$ cat config.mk
export PLATFORM = sky130hd
export DESIGN_NAME = oram_arbiter
export DESIGN_NICKNAME = d
export VERILOG_FILES = /design/src/rtl/oram_arbiter_pkg.sv /design/src/rtl/oram_arbiter_rr_picker.sv /design/src/rtl/oram_arbiter.sv
export SDC_FILE = /design/constraint.sdc
export NUM_CORES = 1
export LEC_CHECK = 0
export ABC_AREA = 1
export CELL_PAD_IN_SITES_DETAIL_PLACEMENT = 0
export CELL_PAD_IN_SITES_GLOBAL_PLACEMENT = 1
export CORE_MARGIN = 4
export CORE_UTILIZATION = 28
export DETAILED_ROUTE_END_ITERATION = 8
export GPL_ROUTABILITY_DRIVEN = 0
export PLACE_DENSITY = 0.81
export SLEW_MARGIN = 20
export SYNTH_ARGS = -nofsm -noshare
export SYNTH_HDL_FRONTEND = slang
export SYNTH_HIERARCHICAL = 1
export SYNTH_SLANG_ARGS = --single-unit
$ cat constraint.sdc
create_clock -name clk -period 5.3 [get_ports clk]
set_input_delay 1.06 -clock clk [delete_from_list [all_inputs] [get_ports clk]]
set_output_delay 1.06 -clock clk [all_outputs]
set_load 0.02 [all_outputs]
$ cat src/rtl/oram_arbiter_pkg.sv
// Shared sizes and state encoding for the ORAM front-end arbiter.
package oramPkg;

   localparam int a                = 2;
   localparam int d                = 4;
   localparam int ORAM_NREQ        = 4;
   localparam int ORAM_TIMEOUT_CYC = 255;

   typedef enum logic [1:0] {
      ST_IDLE = 2'd0,
      ST_BUSY = 2'd1,
      ST_RESP = 2'd2
   } arb_state_t;

endpackage

$ cat src/rtl/oram_arbiter_rr_picker.sv
// Combinational round-robin picker: first set request after index `last`, with wrap.
module oram_rr_picker #(
   parameter int NREQ = 4,
   parameter int IW   = 2
) (
   input  logic [NREQ-1:0] req,
   input  logic [IW-1:0]   last,
   output logic [NREQ-1:0] grant,
   output logic [IW-1:0]   idx,
   output logic            any
);

   int dist_s;
   int best_s;

   // Distance 1 is the slot right after `last`; `last` itself is the farthest (NREQ).
   always_comb begin
      grant  = '0;
      idx    = '0;
      any    = 1'b0;
      dist_s = 0;
      best_s = NREQ + 1;
      for (int j = 0; j < NREQ; j++) begin
         if (j > int'(last)) begin
            dist_s = j - int'(last);
         end else begin
            dist_s = j - int'(last) + NREQ;
         end
         if (req[j] && (dist_s < best_s)) begin
            best_s   = dist_s;
            grant    = '0;
            grant[j] = 1'b1;
            idx      = IW'(j);
            any      = 1'b1;
         end else begin
            best_s = best_s;
         end
      end
   end

endmodule

$ cat src/rtl/oram_arbiter.sv
// Round-robin arbiter that shares one oram_module among NREQ requesters.
// Define ORAM_ARB_TIMEOUT_EN to add a BUSY watchdog that answers with rsp_err.
module oram_arbiter
   import oramPkg::*;
#(
   parameter int NREQ        = ORAM_NREQ,
   parameter int TIMEOUT_CYC = ORAM_TIMEOUT_CYC
) (
   input  logic                clk,
   input  logic                rst,
   input  logic [NREQ-1:0]     req_valid,
   input  logic [NREQ-1:0]     req_rw,
   input  logic [NREQ*d-1:0]   req_block,
   input  logic [NREQ*8*a-1:0] req_wdata,
   output logic [NREQ-1:0]     req_grant,
   output logic [NREQ-1:0]     rsp_valid,
   output logic [8*a-1:0]      rsp_rdata,
   output logic                rsp_err,
   output logic [d-1:0]        oram_block,
   output logic [8*a-1:0]      oram_wdata,
   output logic                oram_rw,
   output logic                oram_input_ready,
   input  logic [8*a-1:0]      oram_read_val,
   input  logic                oram_output_ready
);

   localparam int IW = (NREQ > 1) ? $clog2(NREQ) : 1;
   localparam int DW = 8 * a;

   arb_state_t      state_q, state_d;
   logic [IW-1:0]   last_q, last_d;
   logic [IW-1:0]   idx_q, idx_d;
   logic [NREQ-1:0] grant_q, grant_d;
   logic [NREQ-1:0] rsp_valid_q, rsp_valid_d;
   logic            rw_q, rw_d;
   logic [d-1:0]    block_q, block_d;
   logic [DW-1:0]   wdata_q, wdata_d;
   logic [DW-1:0]   rdata_q, rdata_d;
   logic            in_rdy_q, in_rdy_d;
   logic            err_q, err_d;

   logic [NREQ-1:0] pick_grant_s;
   logic [IW-1:0]   pick_idx_s;
   logic            pick_any_s;
   logic            sel_rw_s;
   logic [d-1:0]    sel_block_s;
   logic [DW-1:0]   sel_wdata_s;

`ifdef ORAM_ARB_TIMEOUT_EN
   localparam int CW = $clog2(TIMEOUT_CYC + 1);
   logic [CW-1:0] cnt_q, cnt_d;
`else
   localparam int unused_timeout_cyc = TIMEOUT_CYC;
`endif

   oram_rr_picker #(
      .NREQ (NREQ),
      .IW   (IW)
   ) u_picker (
      .req   (req_valid),
      .last  (last_q),
      .grant (pick_grant_s),
      .idx   (pick_idx_s),
      .any   (pick_any_s)
   );

   // Fields of the requester the picker chose, latched together with the grant.
   always_comb begin
      sel_rw_s    = 1'b0;
      sel_block_s = '0;
      sel_wdata_s = '0;
      for (int j = 0; j < NREQ; j++) begin
         if (pick_grant_s[j]) begin
            sel_rw_s    = req_rw[j];
            sel_block_s = req_block[j*d +: d];
            sel_wdata_s = req_wdata[j*DW +: DW];
         end else begin
            sel_rw_s = sel_rw_s;
         end
      end
   end

   // Next-state logic; IDLE spends the grant-pulse cycle before moving to BUSY.
   always_comb begin
      state_d     = state_q;
      last_d      = last_q;
      idx_d       = idx_q;
      grant_d     = '0;
      rsp_valid_d = '0;
      rw_d        = rw_q;
      block_d     = block_q;
      wdata_d     = wdata_q;
      rdata_d     = rdata_q;
      in_rdy_d    = in_rdy_q;
      err_d       = err_q;
`ifdef ORAM_ARB_TIMEOUT_EN
      cnt_d       = cnt_q;
`endif
      case (state_q)
         ST_IDLE: begin
            if (grant_q != '0) begin
               state_d  = ST_BUSY;
               in_rdy_d = 1'b1;
`ifdef ORAM_ARB_TIMEOUT_EN
               cnt_d    = '0;
`endif
            end else if (pick_any_s) begin
               grant_d = pick_grant_s;
               idx_d   = pick_idx_s;
               last_d  = pick_idx_s;
               rw_d    = sel_rw_s;
               block_d = sel_block_s;
               wdata_d = sel_wdata_s;
            end else begin
               state_d = ST_IDLE;
            end
         end
         ST_BUSY: begin
            if (oram_output_ready) begin
               state_d            = ST_RESP;
               in_rdy_d           = 1'b0;
               rsp_valid_d[idx_q] = 1'b1;
               rdata_d            = rw_q ? '0 : oram_read_val;
               err_d              = 1'b0;
`ifdef ORAM_ARB_TIMEOUT_EN
            end else if (cnt_q == CW'(TIMEOUT_CYC - 1)) begin
               state_d            = ST_RESP;
               in_rdy_d           = 1'b0;
               rsp_valid_d[idx_q] = 1'b1;
               rdata_d            = '0;
               err_d              = 1'b1;
            end else begin
               cnt_d = cnt_q + CW'(1);
            end
`else
            end else begin
               state_d = ST_BUSY;
            end
`endif
         end
         ST_RESP: begin
            state_d = ST_IDLE;
         end
         default: begin
            state_d  = ST_IDLE;
            in_rdy_d = 1'b0;
         end
      endcase
   end

   // State and datapath registers; rst clears everything, even mid-transaction.
   always_ff @(posedge clk or posedge rst) begin
      if (rst) begin
         state_q     <= ST_IDLE;
         last_q      <= IW'(NREQ - 1);
         idx_q       <= '0;
         grant_q     <= '0;
         rsp_valid_q <= '0;
         rw_q        <= 1'b0;
         block_q     <= '0;
         wdata_q     <= '0;
         rdata_q     <= '0;
         in_rdy_q    <= 1'b0;
         err_q       <= 1'b0;
`ifdef ORAM_ARB_TIMEOUT_EN
         cnt_q       <= '0;
`endif
      end else begin
         state_q     <= state_d;
         last_q      <= last_d;
         idx_q       <= idx_d;
         grant_q     <= grant_d;
         rsp_valid_q <= rsp_valid_d;
         rw_q        <= rw_d;
         block_q     <= block_d;
         wdata_q     <= wdata_d;
         rdata_q     <= rdata_d;
         in_rdy_q    <= in_rdy_d;
         err_q       <= err_d;
`ifdef ORAM_ARB_TIMEOUT_EN
         cnt_q       <= cnt_d;
`endif
      end
   end

   assign req_grant        = grant_q;
   assign rsp_valid        = rsp_valid_q;
   assign rsp_rdata        = rdata_q;
   assign rsp_err          = err_q;
   assign oram_block       = block_q;
   assign oram_wdata       = wdata_q;
   assign oram_rw          = rw_q;
   assign oram_input_ready = in_rdy_q;

endmodule

==> implementation parameters, run 1 <==
Parameter                              Value

Pwr
  Leakage component of the power    2.439 nW
  Worst VDD drop    0.0003086 V
  Power density of the placed cells    slightly below 700 nW/µm²

STA
  Fin Clk Skew    0.005815 ns
  Setup repair after global routing missed its margin    no
  Clock period minus worst slack    4.762 ns
  Hold Violations, Final    0
  Worst-case headroom to the max-slew limit    56.15%
  Sum of negative setup slack    0 ns
  Slew of the pin with the lowest slew margin    about 0.66 ns
  Period Utilization, post-route    89.85%
  Final setup violation count    0
  Highest achievable clock rate    210.0 MHz
  Max Slew Vio Count    0

Synth
  Sequential fraction of the synthesis area    39.89%
  Gate Count Post-Synth    473
  Average size of a mapped cell    about 7 µm²
  Post-synth net total    592
  Library cells used by synthesis    27
  Register bit count reported by yosys    52
  Combined area of all synthesized cells    3268 µm²
  Count of synthesis-stage warnings from yosys    6

Finish
  Signed area change from the synthesized netlist to the final layout    54.10%
  Multi-input combinational cell area    1717 µm²
  Count of filler cells inserted in the layout    1207
  Leading cell type in the layout, fill and taps excluded    sky130_fd_sc_hd__nand2_1
  Non-filler instance count after layout    758
  Antenna Diode Count    0
  Most used cells in the layout excluding fill and tap cells    sky130_fd_sc_hd__nand2_1, sky130_fd_sc_hd__clkdlybuf4s50_1, sky130_fd_sc_hd__dfrtp_1, sky130_fd_sc_hd__nor3_1, sky130_fd_sc_hd__nor2_1
  Number of nets at the end of the flow    733
  Area used by sequential logic in the layout    1304 µm²
  Share of post-route cells with drive strength above 1    6.341%

Route
  DR iter-0 viols    between 200 and 250
  Detail Route met2 WL    4.804 mm
  Antenna Nets Post-Route    0
  DR top layer    met4
  Length of routed wiring on met1    4.703 mm
  Via count of the routed design    3460
  First-pass DRT Iterations    6
  Routed WL per cell    13.79 µm
  Remaining design rule violation count    0
  Routed met3 length    about 840 µm
  Number of vias per cell    between 4 and 5
  Total Routed Length    10.45 mm

Floorplan
  Die boundary width    116.0 µm
  Die Y    116.0 µm
  Number of primary I/O pins    154
  Std-Cell Rows    39
  Core ar.    11420 µm²
  Starting density of the core    28.62%
  Die area    13460 µm²

CTS
  Clk buf depth    2
  Sinks on Clock Net    52
  Clock Pin Slew Worst Setup and Hold Paths    0.07 ns
  Clock buffers created by TritonCTS    5
  Hold-fix buffer count after cts    0
  Root buffer cell    sky130_fd_sc_hd__clkbuf_16
  Post-CTS setup buffer count    0
  Post-cts gate resize count    0
  CTS H-tree depth    2
  Skew-Pair Late Insertion Delay    0.29 ns
  CTS tree    yes

Worst setup path
  Class of the most critical setup path    input port to flop
  Arr. time, crit path    4.95 ns
  Maximum fanout encountered on the critical timing path    27
  Required time of the critical path    5.49 ns
  Kind of end point of the critical path    flop
  Startpoint types    input port

Min path
  Worst hold path class    flop to flop

GRT
  Overflow left after global routing    0
  Global-route wire length before repair    17.36 mm
  Number of antenna violations at the first check in global routing    0
  Via count of the first global-routing pass    3388
  Pin count of the biggest net entering global routing    53
  Overall global routing resource usage    16.05%

Placed design
  Dpl hpwl    8.002 mm
  Total instance count after detailed placement    750
  Quantity of I/O buffers inserted on ports    152

Outcome
  Status    complete, no violations

Run
  Max Cap Viol    0
-- cells by family after synthesis --
| kind of cell | share of synthesized area, % |
|---|---|
| fa+ha+maj | 4.594 |
| buf+inv | 7.695 |
| flops | 39.89 |
| simple gates | 40.66 |
| compound gates | 7.044 |
| other cells | 0.1147 |
-- power by group --
part,internal [mW],switching (mW)
registers,0.578,0.111
clock network,0.176,0.149
logic,0.911,1.55
total,1.66,1.81
-- metal layers --
layer / track usage, % / vias up
met5: 0 / -
met4: 3.635 / 0
met3: 3.969 / 8
met2: 25.51 / 133
met1: 22.14 / 1548
li1: - / 1771
-- worst max-delay path, cell delays in order --
cell	delay, ns
sky130_fd_sc_hd__clkdlybuf4s50_1	0.45
sky130_fd_sc_hd__inv_1	0.07
sky130_fd_sc_hd__nor3_1	0.25
sky130_fd_sc_hd__ha_1	0.28
sky130_fd_sc_hd__nand2_1	0.06
sky130_fd_sc_hd__nand2_1	0.07
sky130_fd_sc_hd__nand2_1	0.17
sky130_fd_sc_hd__inv_1	0.08
sky130_fd_sc_hd__o21ai_0	0.25
sky130_fd_sc_hd__ha_1	0.29
sky130_fd_sc_hd__nand2_1	0.07
sky130_fd_sc_hd__nand2_1	0.06
sky130_fd_sc_hd__nand2_2	0.08
sky130_fd_sc_hd__nand2_4	0.09
sky130_fd_sc_hd__o21ai_0	0.20
sky130_fd_sc_hd__ha_1	0.26
sky130_fd_sc_hd__nand2_1	0.06
sky130_fd_sc_hd__nand2_1	0.06
sky130_fd_sc_hd__nand2_2	0.09
sky130_fd_sc_hd__nand3_4	0.10
sky130_fd_sc_hd__nand2_1	0.13
sky130_fd_sc_hd__nand2_4	0.20
sky130_fd_sc_hd__nor2_8	0.20
sky130_fd_sc_hd__inv_4	0.15
sky130_fd_sc_hd__nand2_1	0.10
sky130_fd_sc_hd__nand2_1	0.05
-- stage by stage --
stage	power (mW)	area [µm²]	utilization (%)	hold slack, ns	worst slack, ns
5_1_grt	3.867	5036	44.10	0.4861	0.05230
2_1_floorplan	2.418	3268	-	0.4321	1.214
4_1_cts	3.510	5032	44.07	0.4648	0.5123
3_3_place_gp	3.127	4881	42.75	0.4417	0.3487
3_5_place_dp	3.159	4883	42.77	0.4450	0.2117
6_report	3.477	5036	44.10	0.4646	0.5382
-- cells in the mapped netlist --
| cell | count | share of area (%) |
|---|---|---|
| sky130_fd_sc_hd__a21oi_1 | 23 | 3.5 |
| sky130_fd_sc_hd__buf_1 | 2 | 0.23 |
| sky130_fd_sc_hd__buf_2 | 12 | 1.8 |
| sky130_fd_sc_hd__buf_4 | 1 | 0.23 |
| sky130_fd_sc_hd__buf_6 | 4 | 1.4 |
| sky130_fd_sc_hd__clkbuf_1 | 5 | 0.57 |
| sky130_fd_sc_hd__clkbuf_2 | 1 | 0.15 |
| sky130_fd_sc_hd__conb_1 | 1 | 0.11 |
| sky130_fd_sc_hd__dfrtp_1 | 50 | 38 |
| sky130_fd_sc_hd__dfstp_2 | 2 | 1.6 |
| sky130_fd_sc_hd__ha_1 | 12 | 4.6 |
| sky130_fd_sc_hd__inv_1 | 26 | 3.0 |
| sky130_fd_sc_hd__inv_2 | 1 | 0.11 |
| sky130_fd_sc_hd__inv_4 | 1 | 0.19 |
| sky130_fd_sc_hd__nand2_1 | 212 | 24 |
| sky130_fd_sc_hd__nand2_2 | 5 | 0.96 |
| sky130_fd_sc_hd__nand2_4 | 3 | 1.0 |
| sky130_fd_sc_hd__nand3_1 | 23 | 3.5 |
| sky130_fd_sc_hd__nand3_2 | 2 | 0.61 |
| sky130_fd_sc_hd__nand3_4 | 1 | 0.54 |
| sky130_fd_sc_hd__nand4_1 | 1 | 0.19 |
| sky130_fd_sc_hd__nor2_1 | 27 | 3.1 |
| sky130_fd_sc_hd__nor2_2 | 4 | 0.77 |
| sky130_fd_sc_hd__nor2_4 | 2 | 0.69 |
| sky130_fd_sc_hd__nor2_8 | 1 | 0.61 |
| sky130_fd_sc_hd__nor3_1 | 28 | 4.3 |
| sky130_fd_sc_hd__o21ai_0 | 23 | 3.5 |
-- state kept, by name, indices dropped and copies added (netlist names) --
| name | count |
|---|---|
| idx_q | 2 |
| oram_input_ready | 1 |
| oram_block | 4 |
| rsp_rdata | 16 |
| req_grant | 4 |
| last_q | 2 |
| rsp_valid | 4 |
| oram_rw | 1 |
| state_q | 2 |
| oram_wdata | 16 |
-- cell type report --
class,instances,area share (%)
Tap cell,143,3.553
Multi-Input combinational cell,368,34.09
Clock inverter,3,0.4720
Sequential cell,52,25.89
Timing Repair Buffer,159,31.33
Clock buffer,5,2.484
Inverter,28,2.186
-- path summary, 6_finish.rpt --
path,from,endpoint,slack (ns),cells past startpoint
max in group asynchronous,rst,oram_wdata[3]$_DFFE_PP0P_,3.63,2
min in group asynchronous,rst,oram_block[0]$_DFFE_PP0P_,1.23,2
worst min-delay path,idx_q[0]$_DFFE_PP0P_,rsp_valid[0]$_DFF_PP0_,0.46,1
worst max register to register,last_q[1]$_DFFE_PP1P_,oram_wdata[5]$_DFFE_PP0P_,0.67,28
worst min register to register,idx_q[0]$_DFFE_PP0P_,rsp_valid[0]$_DFF_PP0_,0.46,1
worst max-delay path,req_valid[0],oram_wdata[5]$_DFFE_PP0P_,0.54,26
Note: power is estimated with default switching activity, not from simulation.
==> inputs of run 2 (changes only) <==
--- a/config.mk
+++ b/config.mk
@@ -9,10 +9,12 @@
 export CELL_PAD_IN_SITES_DETAIL_PLACEMENT = 0
 export CELL_PAD_IN_SITES_GLOBAL_PLACEMENT = 1
 export CORE_MARGIN = 4
-export CORE_UTILIZATION = 28
+export CORE_UTILIZATION = 43
 export DETAILED_ROUTE_END_ITERATION = 8
+export DONT_BUFFER_PORTS = 1
 export GPL_ROUTABILITY_DRIVEN = 0
-export PLACE_DENSITY = 0.81
+export GPL_TIMING_DRIVEN = 0
+export PLACE_DENSITY = 0.8
 export SLEW_MARGIN = 20
 export SYNTH_ARGS = -nofsm -noshare
 export SYNTH_HDL_FRONTEND = slang
==> implementation parameters, run 2 (synthesized netlist as in run 1, its figures left out) <==
Parameter                              Value

CTS
  Skew-Pair Late Insertion Delay    0.31 ns
  Clock buffers created by TritonCTS    5
  Clk buf depth    2
  CTS H-tree depth    2
  Root buffer cell    sky130_fd_sc_hd__clkbuf_8
  Sinks on Clock Net    52
  CTS tree    yes
  Clock Pin Slew Worst Setup and Hold Paths    0.10 ns

Finish
  Final instance area    ~3500 µm²
  Area used by sequential logic in the layout    around 1300 µm²
  Signed area change from the synthesized netlist to the final layout    7.772%
  Share of post-route cells with drive strength above 1    between 10 and 15%
  Leading cell type in the layout, fill and taps excluded    sky130_fd_sc_hd__nand2_1
  Non-filler instance count after layout    581
  Count of filler cells inserted in the layout    between 700 and 800
  Multi-input combinational cell area    roughly 1700 µm²
  Antenna Diode Count    0
  Number of nets at the end of the flow    600
  Most used cells in the layout excluding fill and tap cells    sky130_fd_sc_hd__nand2_1, sky130_fd_sc_hd__dfrtp_1, sky130_fd_sc_hd__nor2_1, sky130_fd_sc_hd__nor3_1, sky130_fd_sc_hd__inv_1

Pwr
  Worst VDD drop    ~0.00054 V
  Power density of the placed cells    between 800 and 900 nW/µm²
  Leakage component of the power    1.902 nW
  Final Total Pwr    ~3.1 mW

Floorplan
  Number of primary I/O pins    154
  Die area    between 9000 and 10000 µm²
  Core ar.    7331 µm²
  Std-Cell Rows    31
  Die Y    95.18 µm
  Die boundary width    95.18 µm
  Starting density of the core    44.58%

STA
  Max Slew Vio Count    0
  Period Utilization, post-route    between 80 and 90%
  Worst-case headroom to the max-slew limit    between 50 and 60%
  Final setup violation count    0
  Hold Violations, Final    0
  Slew of the pin with the lowest slew margin    slightly below 0.7 ns
  Final worst slack    about 0.71 ns
  Fin Clk Skew    around 0.016 ns
  Clock period minus worst slack    ~4.6 ns
  Setup repair after global routing missed its margin    no
  Highest achievable clock rate    217.8 MHz
  Sum of negative setup slack    0 ns

Route
  First-pass DRT Iterations    4
  Total Routed Length    ~8.5 mm
  Routed WL per cell    14.64 µm
  Antenna Nets Post-Route    0
  Number of vias per cell    4.943
  Remaining design rule violation count    0
  Via count of the routed design    approximately 2900
  DR iter-0 viols    58

Worst setup path
  Required time of the critical path    between 5 and 6 ns
  Cell mode on critical path    sky130_fd_sc_hd__nand2_1
  Slowest cell on crit path    sky130_fd_sc_hd__dfstp_2
  Setup slack on the worst flop-to-flop path    0.71 ns
  R2R cell count    34
  Arr. time, crit path    4.84 ns
  Critical path launch point    last_q[0]$_DFFE_PP1P_
  End point of the critical path    oram_wdata[14]$_DFFE_PP0P_
  Longest individual stage delay on the worst path    0.62 ns
  Class of the most critical setup path    flop to flop
  Launching point of the worst reg2reg path    last_q[0]$_DFFE_PP1P_
  Endpoint of the lowest-slack register-to-register path    oram_wdata[14]$_DFFE_PP0P_
  Startpoint types    flop
  Kind of end point of the critical path    flop
  Maximum fanout encountered on the critical timing path    10

GRT
  Number of antenna violations at the first check in global routing    0
  Overflow left after global routing    0
  Overall global routing resource usage    around a fifth
  Via count of the first global-routing pass    2842
  Pin count of the biggest net entering global routing    31
  Global-route wire length before repair    14.04 mm

Placed design
  Minimum setup slack after placement    0.5777 ns
  Quantity of I/O buffers inserted on ports    0
  Total instance count after detailed placement    573
  Post-Place Cell Area    3420 µm²
  Dpl hpwl    6.851 mm

Min path
  Worst hold path class    flop to flop
  Min-Delay Startpoint    idx_q[0]$_DFFE_PP0P_

Run
  Max Cap Viol    0

Outcome
  Status    complete, no violations
-- run 2: changes by cell type in the layout (fill, tap and decap cells not counted), moves of 3 or more --
| cell | change |
|---|---|
| sky130_fd_sc_hd__clkdlybuf4s50_1 | -152 |
| sky130_fd_sc_hd__buf_2 | +12 |
| sky130_fd_sc_hd__buf_4 | -5 |
| sky130_fd_sc_hd__clkbuf_1 | +5 |
| sky130_fd_sc_hd__clkbuf_16 | -5 |
| sky130_fd_sc_hd__clkbuf_8 | +5 |
| sky130_fd_sc_hd__buf_6 | +3 |
-- run 2: worst min-delay path by stage --
| stage | endpoint | cells after the start |
|---|---|---|
| 2_1_floorplan | rsp_valid[0]$_DFF_PP0_ | 1 |
| 3_3_place_gp | rsp_valid[2]$_DFF_PP0_ | 1 |
| 3_5_place_dp | rsp_valid[0]$_DFF_PP0_ | 1 |
| 4_1_cts | rsp_valid[0]$_DFF_PP0_ | 1 |
| 5_1_grt | rsp_valid[1]$_DFF_PP0_ | 1 |
| 6_report | rsp_valid[0]$_DFF_PP0_ | 1 |
-- run 2: layer usage --
metal  GRT usage [%]  wire length, µm  part of all wire (%)  up-vias
met2           31.60             4000                    47      106
met5               0                0                     0        -
li1                -                -                     -     1501
met4           4.567              125                   1.5        0
met3           5.446              733                   8.6       10
met1           25.69             3643                    43     1255
-- run 2: report_power, final --
part	total [mW]	switching, mW	internal [mW]
registers	0.873	0.298	0.575
clock network	0.240	0.143	0.0966
logic	1.96	1.28	0.685
-- run 2: repair_timing --
| action | CTS | global route |
|---|---|---|
| endpoints found under the setup margin | 0 | 20 |
| setup buffers | 0 | 0 |
| resized for setup | 0 | 2 |
| hold buffers | 0 | 0 |
-- run 2: cell type report --
| type | count | area share, % |
|---|---|---|
| multi-input cells | 368 | 48.88 |
| flip-flops and latches | 52 | 37.02 |
| plain buffers | 25 | 4.085 |
| well taps | 99 | 3.517 |
| inverters | 28 | 3.055 |
| clock buffers | 5 | 1.954 |
| repair buffers | 1 | 0.7815 |
| clock inverters | 3 | 0.7105 |
-- run 2: worst max-delay path: cells and delay by family, from the launching register on --
family | cells | cell delay [ns]
compound gates | 2 | 0.22
fa+ha+maj | 4 | 0.97
buf+inv | 7 | 0.80
flops | 1 | 0.62
simple gates | 21 | 1.93
-- run 2: stage by stage --
step / util, % / hold WS (ns)
after global placement: 46.27 / 0.4460
after detailed placement: 46.65 / 0.4480
after floorplan: - / 0.4321
final: 48.05 / 0.4604
after CTS: 47.93 / 0.4619
after global routing: 48.05 / 0.4811
==> inputs of run 3 (changes only) <==
--- a/config.mk
+++ b/config.mk
@@ -14,6 +14,7 @@
 export DONT_BUFFER_PORTS = 1
 export GPL_ROUTABILITY_DRIVEN = 0
 export GPL_TIMING_DRIVEN = 0
+export HOLD_SLACK_MARGIN = 0.06
 export PLACE_DENSITY = 0.8
 export SLEW_MARGIN = 20
 export SYNTH_ARGS = -nofsm -noshare
==> results of run 3 <==
Final layout, timing and power as in run 2 (identical DEF).
